`src/rtl/uart_frame_parser.sv`:
```
// Assembles SYNC/CMD/LEN/payload/CHK frames from an edge-qualified UART byte stream.
// Good frames are published with a one-cycle strobe; bad or stalled frames give an error strobe.
module uart_frame_parser #(
   parameter int          MAX_LEN        = 16,
   parameter logic [7:0]  SYNC_BYTE      = 8'hA5,
   parameter int          TIMEOUT_CYCLES = 1000000,
   localparam int         LW             = $clog2(MAX_LEN + 1),
   localparam int         TW             = $clog2(TIMEOUT_CYCLES + 1)
) (
   input  logic                   clk,
   input  logic                   rst,
   input  logic [7:0]             rx_data,
   input  logic                   rx_valid,
   output logic [7:0]             cmd_out,
   output logic [LW-1:0]          len_out,
   output logic [8*MAX_LEN-1:0]   payload_out,
   output logic                   frame_valid,
   output logic                   frame_err,
   output logic [1:0]             err_code,
   output logic                   busy
);

   typedef enum logic [2:0] {IDLE, CMD, LEN, PAY, CHK} state_t;

   state_t                     state;
   logic                       rx_valid_q;
   logic [7:0]                 cmd_q;
   logic [LW-1:0]              len_q;
   logic [LW-1:0]              idx;
   logic [7:0]                 sum;
   logic [TW-1:0]              tmo_cnt;
   logic [MAX_LEN-1:0][7:0]    pbuf;
   logic                       accept;

   // rx_valid is level-held for many cycles, so only its rising edge carries a byte
   assign accept = rx_valid & ~rx_valid_q;
   assign busy   = (state != IDLE);

   always_ff @(posedge clk) begin
      if (rst) begin
         state       <= IDLE;
         rx_valid_q  <= 1'b1;
         cmd_q       <= '0;
         len_q       <= '0;
         idx         <= '0;
         sum         <= '0;
         tmo_cnt     <= '0;
         pbuf        <= '0;
         cmd_out     <= '0;
         len_out     <= '0;
         payload_out <= '0;
         frame_valid <= 1'b0;
         frame_err   <= 1'b0;
         err_code    <= '0;
      end else begin
         rx_valid_q  <= rx_valid;
         frame_valid <= 1'b0;
         frame_err   <= 1'b0;
         if (accept) begin
            tmo_cnt <= '0;
            case (state)
               IDLE: if (rx_data == SYNC_BYTE) state <= CMD;
               CMD: begin
                  cmd_q <= rx_data;
                  sum   <= rx_data;
                  state <= LEN;
               end
               LEN: begin
                  if (rx_data > 8'(MAX_LEN)) begin
                     state     <= IDLE;
                     frame_err <= 1'b1;
                     err_code  <= 2'd2;
                  end else begin
                     len_q <= rx_data[LW-1:0];
                     sum   <= sum + rx_data;
                     idx   <= '0;
                     state <= (rx_data == 8'd0) ? CHK : PAY;
                  end
               end
               PAY: begin
                  for (int i = 0; i < MAX_LEN; i++)
                     if (idx == LW'(i)) pbuf[i] <= rx_data;
                  sum <= sum + rx_data;
                  idx <= idx + LW'(1);
                  if (idx + LW'(1) == len_q) state <= CHK;
               end
               CHK: begin
                  state <= IDLE;
                  if (rx_data == sum) begin
                     frame_valid <= 1'b1;
                     cmd_out     <= cmd_q;
                     len_out     <= len_q;
                     // work buffer may hold stale bytes from longer earlier frames
                     for (int i = 0; i < MAX_LEN; i++)
                        payload_out[8*i +: 8] <= (LW'(i) < len_q) ? pbuf[i] : 8'd0;
                  end else begin
                     frame_err <= 1'b1;
                     err_code  <= 2'd1;
                  end
               end
               default: state <= IDLE;
            endcase
         end else if (state != IDLE) begin
            if (tmo_cnt == TW'(TIMEOUT_CYCLES)) begin
               state     <= IDLE;
               tmo_cnt   <= '0;
               frame_err <= 1'b1;
               err_code  <= 2'd3;
            end else begin
               tmo_cnt <= tmo_cnt + TW'(1);
            end
         end
      end
   end

endmodule
```
`config.mk`:
```
export PLATFORM = sky130hd
export DESIGN_NAME = uart_frame_parser
export DESIGN_NICKNAME = d
export VERILOG_FILES = /design/src/rtl/uart_frame_parser.sv
export SDC_FILE = /design/constraint.sdc
export NUM_CORES = 1
export LEC_CHECK = 0
export ABC_AREA = 1
export ABC_CLOCK_PERIOD_IN_PS = 2300
export CORE_AREA = 2 2 231 233
export DETAILED_ROUTE_END_ITERATION = 10
export DIE_AREA = 0 0 233 235
export PLACE_DENSITY = 0.51
export SYNTH_ARGS = -nofsm -noshare
export SYNTH_HDL_FRONTEND = slang
export SYNTH_SLANG_ARGS = --single-unit
```
`constraint.sdc`:
```
create_clock -name clk -period 2.3 [get_ports clk]
set_input_delay 0.23 -clock clk [delete_from_list [all_inputs] [get_ports clk]]
set_output_delay 0.23 -clock clk [all_outputs]
set_load 0.1 [all_outputs]
```
==> results of run 1 <==
[report_power, final]
part / internal, W / total (W) / switching [W]
logic: 0.0000923 / 0.000340 / 0.000248
clock network: 0.00368 / 0.00605 / 0.00237
registers: 0.00560 / 0.00560 / 0.00000209
total: 0.00937 / 0.0120 / 0.00262
[layout make-up]
type | count | area (µm²)
clock inverter | 11 | 181
timing repair buffer | 223 | 1850
sequential | 323 | 6470
clock buffer | 52 | 1060
tap | 688 | 861
inverter | 79 | 303
multi-input combinational | 1080 | 5720
fill | 5483 | 35800
[through the flow]
stage	TNS [ns]	total power (W)	worst slack, ns	util [%]
3_3_place_gp	-9.59	0.00607	-0.132	29.1
3_5_place_dp	-4.85	0.00607	-0.102	29.1
5_1_grt	0	0.0124	0.0111	31.5
4_1_cts	0	0.0122	0.119	31.5
6_report	0	0.0120	0.180	31.5
2_1_floorplan	0	0.00589	0.240	-
[cell families after synthesis]
logic type | count (synthesis) | synth area share (%)
AND/OR/NAND/NOR | 555 | 20.4
flip-flops | 323 | 49.9
buffers and inverters | 173 | 6.09
XOR/XNOR | 8 | 0.540
adder cells (fa/ha/maj) | 15 | 1.51
AO/OA/AOI/OAI | 502 | 21.6
[worst max-delay path, stage by stage (launching register included)]
cell and delay (ns):
dfxtp_2 0.38, ha_2 0.22, inv_1 0.05, nor2_1 0.16, ha_1 0.27, inv_1 0.08
nand2_1 0.05, nand2_1 0.10, nand3_1 0.09, nor2_1 0.09, nand2_1 0.07, nand2_1 0.10
nand2_1 0.11, nand2_1 0.07, nand2_1 0.05, nand2_1 0.06, nor2_1 0.04
[state kept, by name, indices dropped and copies added, names as in the netlist]
register     count
cmd_q            8
err_code         2
cmd_out          8
rx_valid_q       1
payload_out    128
len_out          5
frame_err        1
len_q            5
pbuf           128
sum              8
tmo_cnt         20
frame_valid      1
idx              5
state            3
[per-layer routing]
| metal | GRT usage, % | vias up |
|---|---|---|
| li1 | - | 5751 |
| met1 | 19.8 | 5223 |
| met2 | 22.5 | 258 |
| met3 | 3.18 | 34 |
| met4 | 3.65 | 0 |
| met5 | 0 | - |
[placed cells by master, fill, tap and decap left out, drive strengths merged]
master | synthesis | routed
nand3b | 2 | 2
a31oi | 4 | 4
inv | 72 | 74
ha | 14 | 14
or2 | 1 | 1
nand2 | 262 | 262
clkdlybuf4s50 | 0 | 10
a21oi | 203 | 203
nor3b | 2 | 2
buf | 54 | 213
a211oi | 4 | 4
o31ai | 1 | 1
nor4 | 2 | 2
a21boi | 1 | 1
fa | 1 | 1
clkinv | 7 | 9
bufinv | 0 | 4
xor2 | 5 | 5
clkinvlp | 0 | 3
dfxtp | 323 | 323
nand3 | 148 | 148
xnor2 | 3 | 3
nor2 | 88 | 88
nor3 | 22 | 22
o21ai | 288 | 288
nand4 | 28 | 28
a21o | 1 | 1
clkbuf | 40 | 52
[repair_timing]
action,CTS,global route
buffers inserted,0,0
gates resized for setup,0,2
hold endpoints to repair,0,0
hold buffers,0,0
endpoints found under the setup margin,0,3
[worst paths after layout]
kind | startpoint | to | slack, ns | cells past startpoint
worst min-delay path | rx_valid | rx_valid_q$_SDFF_PP1_ | 0.29 | 3
worst min register to register | pbuf[81]$_SDFFE_PP0P_ | payload_out[81]$_SDFFE_PP0N_ | 0.46 | 2
worst max-delay path | idx[1]$_SDFFE_PP0P_ | state[2]$_SDFFE_PP0P_ | 0.18 | 16
worst max register to register | idx[1]$_SDFFE_PP0P_ | state[2]$_SDFFE_PP0P_ | 0.18 | 16
==> qor.yml, run 1 <==
antenna_found_initial: 0
pwr_density_cell_nw_per_um2: 729
post-route-cell-area_um2: 16400
final_max_slew_viol_count: 0
crit_required_ns: 2.71
finClkSkew_ns: 0.0114
ys_seq_elements: 323
synth_edf_count: 0
ir_drop_mv: 0.477
start_util_pct: 24.8
die_h_um: 235
finalNonFillerCells: 2456
grt_pass1_wl_um: 61700
cts_tree: "done"
yosys.area.top_type_share_pct: 49.9
clock.fmax_ghz: 0.472
post-route-min-period_ns: 2.12
gp_congestion: 0.842
clk_path_buf_depth: 3
die_w_um: 233
fin_nets: 1771
synth-async-reset-ratio_pct: 0
p_leak_nw: 6.25
ys_seq_area_share_pct: 49.9
drt_wl_total_um: 39900
fin_hold_ws_ns: 0.289
worstPathMaxFanout: 6
drive_gt1_share_pct: 22.0
grt-ovfl-total: 0
dieArea_um2: 54800
crit_type: "reg -> reg"
netlist_area_um2: 13000
synth_top_cell_by_area: "dfxtp_1"
ios: 157
worst_pin_slew_ns: 0.536
avgRoutedWirePerCell_um: 16.2
cp.arrival_ns: 2.53
syn-num-nets: 1602
hold_path_class: "in -> reg"
wl_met1_um: 18800
synth_flop_cell: "dfxtp_1"
synth_warnings: 0
h-tree-depth: 2
vias_per_cell: 4.59
top_layer: "met4"
antenna_left: 0
dpl_cell_area_um2: 15200
grtUsageTotal_pct: 14.3
status: "finished, final reports clean"
synthCells: 1576
coreArea_um2: 52200
clk_latency_ns: 0.54
num_antenna_cells: 0
dp_cells: 2393
rows: 84
met3WireLength_um: 2270
grt_max_degree: 118
cts-root-buf: "clkbuf_16"
io_buffer_count: 156
syn_avg_cell_area_um2: 8.23
relSlewSlack_pct: 64.0
wl_met2_um: 18200
hold_viol_final: 0
start_kind: "flip-flop"
hpwl_um: 27300
vias: 11300
drtIter0Drc: 720
path_clk_slew_ns: 0.06
synthTopCellsByArea: "dfxtp_1 50%, a21oi_1 7.8%, o21ai_0 7.5%, nand2_1 7.4%, nand3_1 5.6%"
fin_crit_sh_pct: 92.2
setup_viol: 0
maxCapViolCount: 0
syn_to_final_growth_pct: 26.8
firstDrtPassIters: 5
cts_buffers: 38
drc: 0
clock_sinks: 323
end_kind: "flip-flop"
yosysMostFrequentCell: "dfxtp_1"
ys_types: 40
rsz0062_at_grt: "no"
grt_pass1_vias: 10600
synthTopCellsByCount: "323 x dfxtp_1, 254 x nand2_1, 203 x a21oi_1"
Note: power is estimated with default switching activity, not from simulation.
==> run 2: changes to the inputs <==
--- a/config.mk
+++ b/config.mk
@@ -7,10 +7,11 @@
 export LEC_CHECK = 0
 export ABC_AREA = 1
 export ABC_CLOCK_PERIOD_IN_PS = 2300
-export CORE_AREA = 2 2 231 233
+export CORE_AREA = 2 2 156 158
+export CTS_CLUSTER_SIZE = 40
 export DETAILED_ROUTE_END_ITERATION = 10
-export DIE_AREA = 0 0 233 235
-export PLACE_DENSITY = 0.51
+export DIE_AREA = 0 0 158 160
+export PLACE_DENSITY = 0.88
 export SYNTH_ARGS = -nofsm -noshare
 export SYNTH_HDL_FRONTEND = slang
 export SYNTH_SLANG_ARGS = --single-unit
==> run 2 against run 1 <==
Die area fell by 54%; sequential cell count unchanged; wire length decreased by 14%; highest routed layer unchanged; sequential power about the same; power decreased by 4.6%; cell area shrank 5.0%; maximum frequency increased by 1.7%.
==> qor.yml, run 2 (synthesis results as in run 1) <==
n_fill_cell: 1947
worstPathMaxFanout: 6
vias_per_cell: 5.63
clock_sinks: 323
grtUsageTotal_pct: 26.7
pwr_density_cell_nw_per_um2: 733
fin_nets: 1740
hpwl_um: 22200
grt_pass1_vias: 11100
p_leak_nw: 6.06
coreArea_um2: 23800
cts_resized: 0
drtIter0Drc: 1179
ir_drop_mv: 0.487
start_kind: "flip-flop"
drt_wl_total_um: 34400
firstDrtPassIters: 6
fin_hold_ws_ns: 0.292
crit_type: "reg -> reg"
dieArea_um2: 25300
maxCapViolCount: 0
final_max_slew_viol_count: 0
drive_gt1_share_pct: 20.9
gr-usage-met3_pct: 4.29
ios: 157
die_w_um: 158
hold_path_class: "in -> reg"
ctsHoldBuffers: 0
setup_viol: 0
layout_common_cells: "322 x dfxtp_1, 254 x nand2_1, 203 x a21oi_1"
cpMostUsedCell: "nand2_1"
crit_required_ns: 2.74
reg.largest.list: "payload_out: 128 flops, pbuf: 128 flops, tmo_cnt: 20 flops"
regArea_um2: 6470
status: "finished, final reports clean"
critPathTopFamily: "simple AND/OR/NAND/NOR gates"
finalSetupTns_ns: 0
top_usage_layer: "met2"
grt-ovfl-total: 0
slowest_delay_ns: 0.44
io_buffer_count: 156
clk_path_buf_depth: 3
final_common_cell: "dfxtp_1"
multiInputGateArea_um2: 5720
relSlewSlack_pct: 55.4
rows: 57
die_h_um: 160
worst_pin_slew_ns: 0.665
cts-root-buf: "clkbuf_16"
post-route-min-period_ns: 2.08
rsz0062_at_grt: "no"
start_util_pct: 54.4
num_antenna_cells: 0
cp_cell_sequence: "ha_2 > inv_1 > nor2_1 > ha_1 > inv_1 > nand2_1 > nand2_1 > nand3_1 > nor2_1 > nand2_1 > nand2_1 > nand2_1 > nand2_1 > nand2_1 > nand2_1 > nor2_1"
fin_ws_ns: 0.216
cp.arrival_ns: 2.53
vias: 11600
antenna_found_initial: 0
grt_use_met2_pct: 43.7
antenna_left: 0
h-tree-depth: 1
fin_crit_sh_pct: 90.6
p_total_w: 0.0114
grt_pass1_wl_um: 55300
clk_latency_ns: 0.56
finClkSkew_ns: 0.0152
syn_to_final_growth_pct: 20.5
path_clk_slew_ns: 0.06
cts_tree: "done"
cp_num_buf_inv: 2
drc: 0
end_kind: "flip-flop"
critPathSlowestCell: "dfxtp_1"
postCtsSetupRepairBufs: 0
cts_buffers: 31
avgRoutedWirePerCell_um: 16.7
grt_max_degree: 137
hold_viol_final: 0
met1_usage_pct: 35.0
clock.fmax_ghz: 0.480
gp_congestion: 0.907
pre_cts_ws_ns: -0.105
[run 2: worst min-delay path: cells and delay by family]
kind | cells | cell delay [ns]
AND/OR/NAND/NOR | 1 | 0.05
buffers and inverters | 2 | 0.51
[run 2: per-layer routing]
metal | vias up | part of all wire (%)
met5 | - | 0
met1 | 5368 | 42
met4 | 0 | 3.7
met3 | 103 | 7.0
met2 | 450 | 47
li1 | 5688 | -
[run 2: path summary, 6_finish.rpt]
path	start	to	slack, ns	cells after the start
setup / recovery	idx[1]$_SDFFE_PP0P_	state[2]$_SDFFE_PP0P_	0.22	16
hold / removal	rx_valid	rx_valid_q$_SDFF_PP1_	0.29	3
setup reg to reg	idx[1]$_SDFFE_PP0P_	state[2]$_SDFFE_PP0P_	0.22	16
hold reg to reg	pbuf[124]$_SDFFE_PP0P_	payload_out[124]$_SDFFE_PP0N_	0.46	2
[run 2: where the power goes]
| part | total, W | switching, W | leakage, nW | internal (W) |
|---|---|---|---|---|
| registers | 0.00560 | 0.00000213 | 2.60 | 0.00560 |
| logic | 0.000307 | 0.000226 | 2.91 | 0.0000811 |
| clock network | 0.00554 | 0.00218 | 0.550 | 0.00336 |
[run 2: layout make-up]
cell class | count | share of cell area, %
tap | 324 | 2.60
sequential | 323 | 41.4
clock buffer | 42 | 5.62
multi-input combinational | 1080 | 36.6
clock inverter | 16 | 1.60
inverter | 79 | 1.94
timing repair buffer | 199 | 10.2
[run 2: stage by stage]
| stage | util, % | std cells | cell area, µm² |
|---|---|---|---|
| 2_1_floorplan | - | 1576 | 13000 |
| 3_3_place_gp | 60.8 | 2005 | 14500 |
| 3_5_place_dp | 60.8 | 2005 | 14500 |
| 4_1_cts | 65.5 | 2063 | 15600 |
| 5_1_grt | 65.6 | 2063 | 15600 |
| 6_report | 65.6 | 2063 | 15600 |
==> run 3: changes to the inputs <==
--- a/config.mk
+++ b/config.mk
@@ -6,12 +6,13 @@
 export NUM_CORES = 1
 export LEC_CHECK = 0
 export ABC_AREA = 1
-export ABC_CLOCK_PERIOD_IN_PS = 2300
-export CORE_AREA = 2 2 156 158
+export ABC_CLOCK_PERIOD_IN_PS = 2500
+export CORE_AREA = 2 2 148 150
+export CTS_BUF_LIST = sky130_fd_sc_hd__clkbuf_4 sky130_fd_sc_hd__clkbuf_8
 export CTS_CLUSTER_SIZE = 40
 export DETAILED_ROUTE_END_ITERATION = 10
-export DIE_AREA = 0 0 158 160
-export PLACE_DENSITY = 0.88
+export DIE_AREA = 0 0 150 152
+export PLACE_DENSITY = 0.95
 export SYNTH_ARGS = -nofsm -noshare
 export SYNTH_HDL_FRONTEND = slang
 export SYNTH_SLANG_ARGS = --single-unit
==> constraint.sdc (replaced) <==
create_clock -name clk -period 2.5 [get_ports clk]
set_input_delay 0.25 -clock clk [delete_from_list [all_inputs] [get_ports clk]]
set_output_delay 0.25 -clock clk [all_outputs]
set_load 0.1 [all_outputs]
==> run 3 against run 2 <==
Register-to-register slack improved by 0.13 ns; utilization is 7.0 points higher; sequential cell count did not move; global-route usage rose by 5.1 points; clock skew rose by 0.011 ns.
==> qor.yml, run 3 (synthesis results as in run 1) <==
hold_path_class: "in -> reg"
grt_max_degree: 142
n_fill_cell: 1442
cts-root-buf: "clkbuf_8"
start_kind: "flip-flop"
top_usage_layer: "met2"
crit_type: "reg -> reg"
syn_to_final_growth_pct: 19.5
p_total_w: 0.0102
slowest_delay_ns: 0.33
final_max_slew_viol_count: 0
cpMostUsedCell: "buf_4"
die_h_um: 152
fin_crit_sh_pct: 86.4
setup_viol: 0
post-route-cell-area_um2: 15500
holdPathStages: 3
maxCapViolCount: 0
start_util_pct: 60.7
dieArea_um2: 22800
avgRoutedWirePerCell_um: 18.3
grt_use_met2_pct: 51.6
clk_latency_ns: 0.58
grt_pass1_wl_um: 59300
layout_common_cells: "323 x dfxtp_1, 254 x nand2_1, 203 x a21oi_1"
gp_congestion: 0.915
pre_cts_ws_ns: -0.0504
grtUsageTotal_pct: 31.8
cp.arrival_ns: 2.61
end_kind: "flip-flop"
gr-usage-met3_pct: 7.03
coreArea_um2: 21400
path_clk_slew_ns: 0.06
cp_cell_sequence: "ha_1 > nor2_1 > nor3b_1 > buf_4 > nand4_4 > buf_4 > buf_4 > nand3_1 > o21ai_0"
reg2reg_depth: 9
ctsHoldBuffers: 0
vias: 12500
postCtsSetupRepairBufs: 0
r2r_start: "sum[5]$_SDFFE_PP0P_"
clock_sinks: 323
status: "finished, final reports clean"
rows: 54
grt_pass1_vias: 11900
p_leak_nw: 6.08
crit_path_start: "sum[5]$_SDFFE_PP0P_"
final_util_pct: 72.6
fin_ws_ns: 0.341
die_w_um: 150
cts_resized: 0
crit_required_ns: 2.95
num_antenna_cells: 0
critPathSlowestCell: "dfxtp_1"
cts_tree: "done"
ios: 157
rsz0062_at_grt: "no"
hpwl_um: 22600
io_buffer_count: 156
clk_path_buf_depth: 3
antenna_found_initial: 0
final_common_cell: "dfxtp_1"
finalSetupTns_ns: 0
cts_buffers: 48
hold_path_startpoint: "rx_valid"
relSlewSlack_pct: 42.7
dpl_cell_area_um2: 14400
post-route-min-period_ns: 2.16
pwr_density_cell_nw_per_um2: 660
reg.largest.list: "payload_out: 128 flops, pbuf: 128 flops, tmo_cnt: 20 flops"
worst_pin_slew_ns: 0.856
vias_per_cell: 6.09
ir_drop_mv: 0.449
drt_wl_total_um: 37500
drive_gt1_share_pct: 22.4
finClkSkew_ns: 0.0260
drtIter0Drc: 1471
worstPathMaxFanout: 36
firstDrtPassIters: 6
hold_viol_final: 0
grt-ovfl-total: 0
h-tree-depth: 2
clock.fmax_ghz: 0.463
antenna_left: 0
drc: 0
met1_usage_pct: 39.5
fin_nets: 1756
run 3: critical path: cells and delay by family, from the launching register on:
kind | cells | cell delay, ns
compound gates | 1 | 0.10
fa+ha+maj | 1 | 0.30
buf+inv | 3 | 0.74
flops | 1 | 0.33
simple gates | 4 | 0.56
run 3: stage by stage:
stage,cells,hold slack (ns)
floorplan,1576,0.347
global route,2049,0.316
detailed placement,1960,0.455
finish,2049,0.300
global placement,1960,0.442
CTS,2049,0.283
run 3: final cells by class:
cell class	instances	area [µm²]	area share (%)
sequential	323	6470	41.7
multi-input combinational	1080	5720	36.9
timing repair buffer	198	1560	10.1
clock buffer	78	948	6.12
tap	280	350	2.26
inverter	79	303	1.95
clock inverter	11	149	0.961
run 3: path summary, 6_finish.rpt:
path	to	slack, ns
worst max-delay path	payload_out[79]$_SDFFE_PP0N_	0.34
worst min-delay path	rx_valid_q$_SDFF_PP1_	0.30
worst max register to register	payload_out[79]$_SDFFE_PP0N_	0.34
worst min register to register	payload_out[123]$_SDFFE_PP0N_	0.44
run 3: power by group:
group / internal (W) / switching (W) / total (W)
combinational: 0.0000745 / 0.000207 / 0.000282
sequential: 0.00515 / 0.00000194 / 0.00515
clock: 0.00273 / 0.00206 / 0.00479
run 3: routing by layer:
metal	part of all wire (%)	vias to the layer above
met1	38	5765
li1	-	5722
met4	5.0	0
met3	9.4	174
met2	48	814
met5	0	-
